### src/rtl/proc_pkg.sv
// rtl/proc_pkg.sv - shared fetch state type and processor-wide address defaults
package proc_pkg;

  // Fetch sequencer control states
  typedef enum logic [1:0] {
    IDLE = 2'd0,
    RUN  = 2'd1,
    DONE = 2'd2
  } fetch_state_t;

  // Defaults shared by the instruction ROM and the top level
  localparam int PROC_A          = 10;
  localparam int PROC_START_ADDR = 0;
  localparam int PROC_CW         = 16;

endpackage

### src/rtl/pc_next.sv
// rtl/pc_next.sv - combinational next-PC selection (stall > halt > branch > increment)
module pc_next
  import proc_pkg::*;
#(
  parameter int A = PROC_A
) (
  input  logic [A-1:0] pc,
  input  logic         stall,
  input  logic         halt,
  input  logic         branch_en,
  input  logic         branch_rel,
  input  logic [A-1:0] branch_tgt,
  output logic [A-1:0] pc_nxt,
  output logic         halt_take
);

  localparam logic [A-1:0] ONE = {{(A-1){1'b0}}, 1'b1};

  // Priority mux; A-bit adds wrap naturally, so a two's-complement offset
  // added without extension equals the sign-extended sum mod 2^A
  always_comb begin
    pc_nxt    = pc;
    halt_take = 1'b0;
    if (stall) begin
      pc_nxt = pc;
    end else if (halt) begin
      halt_take = 1'b1;
    end else if (branch_en) begin
      pc_nxt = branch_rel ? (pc + branch_tgt) : branch_tgt;
    end else begin
      pc_nxt = pc + ONE;
    end
  end

endmodule

### src/rtl/fetch_sequencer.sv
// rtl/fetch_sequencer.sv - program counter FSM with start/done handshake and cycle counter
module fetch_sequencer
  import proc_pkg::*;
#(
  parameter int A          = PROC_A,
  parameter int START_ADDR = PROC_START_ADDR,
  parameter int CW         = PROC_CW
) (
  input  logic          clk,
  input  logic          rst_n,
  input  logic          start,
  input  logic          stall,
  input  logic          halt,
  input  logic          branch_en,
  input  logic          branch_rel,
  input  logic [A-1:0]  branch_tgt,
  output logic [A-1:0]  instr_address,
  output logic          running,
  output logic          done,
  output logic [CW-1:0] cycle_count
);

  localparam logic [A-1:0]  START_PC = A'(START_ADDR);
  localparam logic [CW-1:0] CNT_MAX  = {CW{1'b1}};
  localparam logic [CW-1:0] CNT_ONE  = {{(CW-1){1'b0}}, 1'b1};

  fetch_state_t  state_q, state_d;
  logic [A-1:0]  pc_q, pc_d;
  logic [CW-1:0] cnt_q, cnt_d;
  logic          running_q, running_d;
  logic          done_q, done_d;

  logic [A-1:0]  pc_run;
  logic          halt_take;

  pc_next #(.A(A)) u_pc_next (
    .pc         (pc_q),
    .stall      (stall),
    .halt       (halt),
    .branch_en  (branch_en),
    .branch_rel (branch_rel),
    .branch_tgt (branch_tgt),
    .pc_nxt     (pc_run),
    .halt_take  (halt_take)
  );

  // Next-state, PC and counter; running/done are decoded from the next state
  // so that they come straight out of flops
  always_comb begin
    state_d = state_q;
    pc_d    = pc_q;
    cnt_d   = cnt_q;
    case (state_q)
      IDLE: begin
        pc_d = START_PC;
        if (start) begin
          state_d = RUN;
          cnt_d   = '0;
        end
      end
      RUN: begin
        cnt_d = (cnt_q == CNT_MAX) ? cnt_q : cnt_q + CNT_ONE;
        pc_d  = pc_run;
        if (halt_take) begin
          state_d = DONE;
        end
      end
      DONE: begin
        if (start) begin
          state_d = RUN;
          pc_d    = START_PC;
          cnt_d   = '0;
        end
      end
      default: begin
        state_d = IDLE;
        pc_d    = START_PC;
        cnt_d   = '0;
      end
    endcase
    running_d = (state_d == RUN);
    done_d    = (state_d == DONE);
  end

  // State registers with asynchronous active-low reset
  always_ff @(posedge clk or negedge rst_n) begin
    if (!rst_n) begin
      state_q   <= IDLE;
      pc_q      <= START_PC;
      cnt_q     <= '0;
      running_q <= 1'b0;
      done_q    <= 1'b0;
    end else begin
      state_q   <= state_d;
      pc_q      <= pc_d;
      cnt_q     <= cnt_d;
      running_q <= running_d;
      done_q    <= done_d;
    end
  end

  assign instr_address = pc_q;
  assign running       = running_q;
  assign done          = done_q;
  assign cycle_count   = cnt_q;

endmodule

### config.mk
export PLATFORM = sky130hd
export DESIGN_NAME = fetch_sequencer
export DESIGN_NICKNAME = d
export VERILOG_FILES = /design/src/rtl/proc_pkg.sv /design/src/rtl/pc_next.sv /design/src/rtl/fetch_sequencer.sv
export SDC_FILE = /design/constraint.sdc
export NUM_CORES = 1
export LEC_CHECK = 0
export BUFFER_PORTS_ARGS = -buffer_cell sky130_fd_sc_hd__buf_2
export CORE_ASPECT_RATIO = 0.8
export CORE_MARGIN = 2
export CORE_UTILIZATION = 59
export DETAILED_ROUTE_END_ITERATION = 6
export PLACE_DENSITY = 0.91
export SLEW_MARGIN = 20
export SYNTH_ARGS = -nofsm -noshare
export SYNTH_HDL_FRONTEND = slang
export SYNTH_SLANG_ARGS = --single-unit
### constraint.sdc
create_clock -name clk -period 4.8 [get_ports clk]
set_clock_uncertainty 0.1 [all_clocks]
set_input_delay 1.44 -clock clk [delete_from_list [all_inputs] [get_ports clk]]
set_output_delay 1.44 -clock clk [all_outputs]
set_load 0.02 [all_outputs]
Yosys cells after proc, flatten, opt, wreduce, memory -nomap -nowiden
Cells that the tools add are included.
- register bits after elaboration: 30
- bits in latches: 0
- bits in writable memories: 0
- bits in read-only memories: 0
- input port bits: 17
- output and inout bits: 28
- logic and storage cells: 36
- memories: 0
- $add $sub $neg: 3
- multipliers: 0
- divide/modulo/power cells: 0
- order comparisons: 0
- eq/ne operators: 10
- shift-type cells: 0
- multiplexer cells: 14
- bitwise logic cells: 0
- reduce and logical (&&, ||, !) cells: 4
- operators by type and width (kind ; count):
    $mux 10 ; 5
    $mux 16 ; 2
    $pmux 16 s2 ; 1
    $pmux 10 s2 ; 1
    $add 16x1->16 const B ; 1
    $eq 16x16->1 const B ; 1
    $add 10x1->10 const B ; 1
    $add 10x10->10 ; 1
    $ne 2x2->1 const B ; 4
    $eq 2x1->1 const B ; 2
    $eq 2x2->1 const B ; 2
    $mux 2 ; 2
    $pmux 2 s2 ; 1
    $reduce_and 3->1 ; 1
    $logic_not 2->1 ; 1
    $mux 1 ; 2
    $ne 2x1->1 const B ; 1
    $reduce_and 2->1 ; 1
    $reduce_or 2->1 ; 1

Logic depth before layout (Yosys ltp)
- word-level depth: 6
- mapped depth: 9
- depth with buffers taken out: 9

Hierarchy
A second synthesis with hierarchy kept.
- cell total of the unflattened synthesis: 270
- area total of the unflattened synthesis: 2322.2 sq um
- by module, submodules not included (module ; times used ; cells each ; area each (sq um) ; seq. area each (sq um)):
    fetch_sequencer ; 1 ; 128 ; 1426.4 ; 750.7
    pc_next ; 1 ; 142 ; 895.9 ; 0.0

Worst setup path before layout
OpenSTA, ideal clock, no wires.
- path type: input to register
- start: in branch_tgt[0]
- end: reg pc_q[8], in the netlist instr_address[8]
- library setup time: 96 ps
- arrival time: 2805 ps
- required time: 4604 ps
- path slack: 1799 ps
- stages: 9
- path buffers: 0
- cell sequence: ha_1 > inv_1 > fa_1 > nor2b_1 > o21ai_1 > a21oi_1 > o41ai_1 > xor2_1 > o31ai_1
- longest elaborated chain between the ends: 6
- RTL lines (item ; RTL line ; RTL):
    from (decl) ; fetch_sequencer.sv:16 ; input logic [A-1:0] branch_tgt,
    $add 10x10->10 ; pc_next.sv:29 ; pc_nxt = branch_rel ? (pc + branch_tgt) : branch_tgt;
    $mux 10 ; pc_next.sv:29 ;
    $mux 10 ; pc_next.sv:28 ; end else if (branch_en) begin
    $mux 10 ; pc_next.sv:26 ; end else if (halt) begin
    $mux 10 ; pc_next.sv:24 ; if (stall) begin
    $pmux 10 s2 ; fetch_sequencer.sv:53 ; case (state_q)
    to (signal assigned) ; fetch_sequencer.sv:95 ; pc_q <= pc_d;
    to (decl) ; fetch_sequencer.sv:28 ; logic [A-1:0] pc_q, pc_d;
No other way between the ends. The select of a mux whose other input is x is not followed.
A chain may end at the register's enable or synchronous reset.

Worst setup path after layout
- start: in branch_tgt[1]
- end: reg pc_q[7], in the netlist instr_address[7]
Same word-level chain as after synthesis.

==> results.yml <==
outcome:
  status: "complete, no violations"
pwr:
  ir_drop_mv: 0.451
  p_per_area_nw_per_um2: 341
  leakage_nw: 1.16
critical_path:
  cp.arrival_ns: 3.12
  worstPathMaxFanout: 4
  cp.required_ns: 4.87
  crit_type: "input pin to flip-flop"
  rr_startpoint: "instr_address[0]$_DFFE_PN0P_"
  critPathLaunchType: "input pin"
  crit_start: "branch_tgt[1]"
  endpoint_kind: "flip-flop"
yosys:
  synth_common_cells: "dfrtp_1, nor2_1, nand2_1"
  ys_ff_latch: 30
  synth-edff-count: 0
  yosys_warnings: 0
  async_flop_share: 1.00
  yosysTopAreaCellShare: 0.353
  ys_seq_area_frac: 0.353
  yosysMostFrequentCell: "dfrtp_1"
  synthTopCellsByArea: "dfrtp_1, ha_1, nor2_1"
  yosysUniqueCellTypes: 45
  syn_area_um2: 2130
  syn_nets: 274
  syn_inst: 245
  syn_avg_cell_area_um2: 8.69
  synthFlopType: "dfrtp_1"
  yosysTopAreaCell: "dfrtp_1"
clock_network:
  clock_sinks: 30
  post-cts-setup-buffer-count: 0
  postCtsResizedCells: 0
  cts_root_buf: "clkbuf_8"
  htreeDepth: 2
  cts_tree: "done"
  cts_buffer_depth: 2
  ctsHoldBuffers: 0
  numCtsBuffers: 5
  insertion_delay_ns: 0.28
  path_clk_slew_ns: 0.06
timing:
  final-hold-violation-count: 0
  tightest_slew_ns: 0.745
  tns_ns: 0
  finalCritPeriodShare: 0.636
  slew_headroom: 0.500
  finalSetupViolCount: 0
  maxSlewViolCount: 0
  fmax_mhz: 327
  min_period_ns: 3.05
  grt_setup_unrepaired: "false"
worst_hold_path:
  hold_start: "cycle_count[1]$_DFFE_PN0P_"
  hold_path.class: "flip-flop to flip-flop"
routing:
  firstDrtPassIters: 4
  vias_per_cell: 6.03
  post-route-drc-count: 0
  drt-total-wl_um: 4820
  dr_total_vias: 2021
  routedWlPerCell_um: 14.4
  drtIter0Drc: 122
  ant_nets: 0
placement:
  dpl_cell_area_um2: 2390
  io_buffers: 44
  dp.cells: 327
  finalWeightedCongestion: 0.890
  dp_hpwl_um: 3600
final_layout:
  post_route_cells_drive_above_1_share: 0.218
  areaGrowthSynthToFinish_pct: 16.4
  final_area_um2: 2480
  nets: 321
  antenna_cells: 0
  final_cells: 335
  fin_util: 0.719
die:
  ios: 45
  start_util: 0.618
  dieHeight_um: 57.7
  coreArea_um2: 3450
  die-area_um2: 4110
  num_rows: 19
  dieWidth_um: 71.2
grt:
  first_global_vias: 1825
  antenna_found_initial: 0
  grt_overflow: 0
  grt_pass1_wl_um: 8300
  grtUsageTotal: 0.253
  grt_start_max_net_pins: 31
flow_run:
  drv_cap: 0
## worst max-delay path: stages
cell and delay, ns:
buf_2 0.11, ha_1 0.31, a211oi_1 0.30, o31a_1 0.30
a21oi_1 0.12, xnor2_1 0.17, o221ai_1 0.16, a22o_1 0.21
## cells by family after synthesis
family / count (synthesis) / synth area share
AOI/OAI and AO/OA: 65 / 0.202
xor gates and xnor gates: 20 / 0.0823
adders and majority gates: 12 / 0.0740
buffers and inverters: 15 / 0.0264
DFF: 30 / 0.353
muxes: 5 / 0.0259
and+or+nand+nor: 98 / 0.237
## per-stage QoR
step / total power [mW] / setup slack, ns / hold WS (ns)
4_1_cts: 0.846 / 1.75 / 0.460
3_3_place_gp: 0.625 / 1.54 / 0.437
3_5_place_dp: 0.634 / 1.48 / 0.442
5_1_grt: 0.899 / 1.59 / 0.488
2_1_floorplan: 0.545 / 1.80 / 0.464
6_report: 0.845 / 1.75 / 0.454
## registers in the layout, indices dropped and copies added, names as in the netlist
register       count
cycle_count       16
instr_address     10
state_q            2
done               1
running            1
## final cells by class
class                           instances  area [um2]
Multi-Input combinational cell        200        1320
Fill cell                             261         968
Sequential cell                        30         751
Timing Repair Buffer                   44         220
Clock buffer                            7        86.3
Tap cell                               42        52.6
Inverter                               11        41.3
Clock inverter                          1        5.00
## per-layer routing
metal  global-route usage  vias to the layer above  share of wire
li1                     -                      978              -
met1                0.369                      974           0.46
met2                0.386                       65           0.47
met3               0.0609                        4          0.064
met4               0.0593                        0         0.0083
met5                    0                        -              0
## final timing paths
check	endpoint	slack (ns)	cells past startpoint
worst max-delay path	instr_address[7]$_DFFE_PN0P_	1.75	8
worst min-delay path	cycle_count[1]$_DFFE_PN0P_	0.45	1
worst max register to register	instr_address[8]$_DFFE_PN0P_	2.54	9
worst min register to register	cycle_count[1]$_DFFE_PN0P_	0.45	1
max in group asynchronous	cycle_count[8]$_DFFE_PN0P_	3.09	1
min in group asynchronous	cycle_count[13]$_DFFE_PN0P_	1.08	1
## cell usage in the layout (no fill, tap or decap), types with 5 or more instances in the layout
master	count
xnor2_1	11
nand4_1	5
clkbuf_8	6
xor2_1	9
a21oi_1	13
nand3_1	11
nor3_1	7
ha_1	11
dfrtp_1	30
buf_2	44
nand2_1	21
o21ai_0	18
nor2_1	28
o21ai_1	7
inv_1	11
a21o_1	5
## report_power, final
part	leakage [nW]	switching, mW	internal (mW)
Clock	0.0482	0.0941	0.115
Combinational	0.707	0.190	0.115
Sequential	0.409	0.0434	0.287
(Power assumes the default switching activity.)
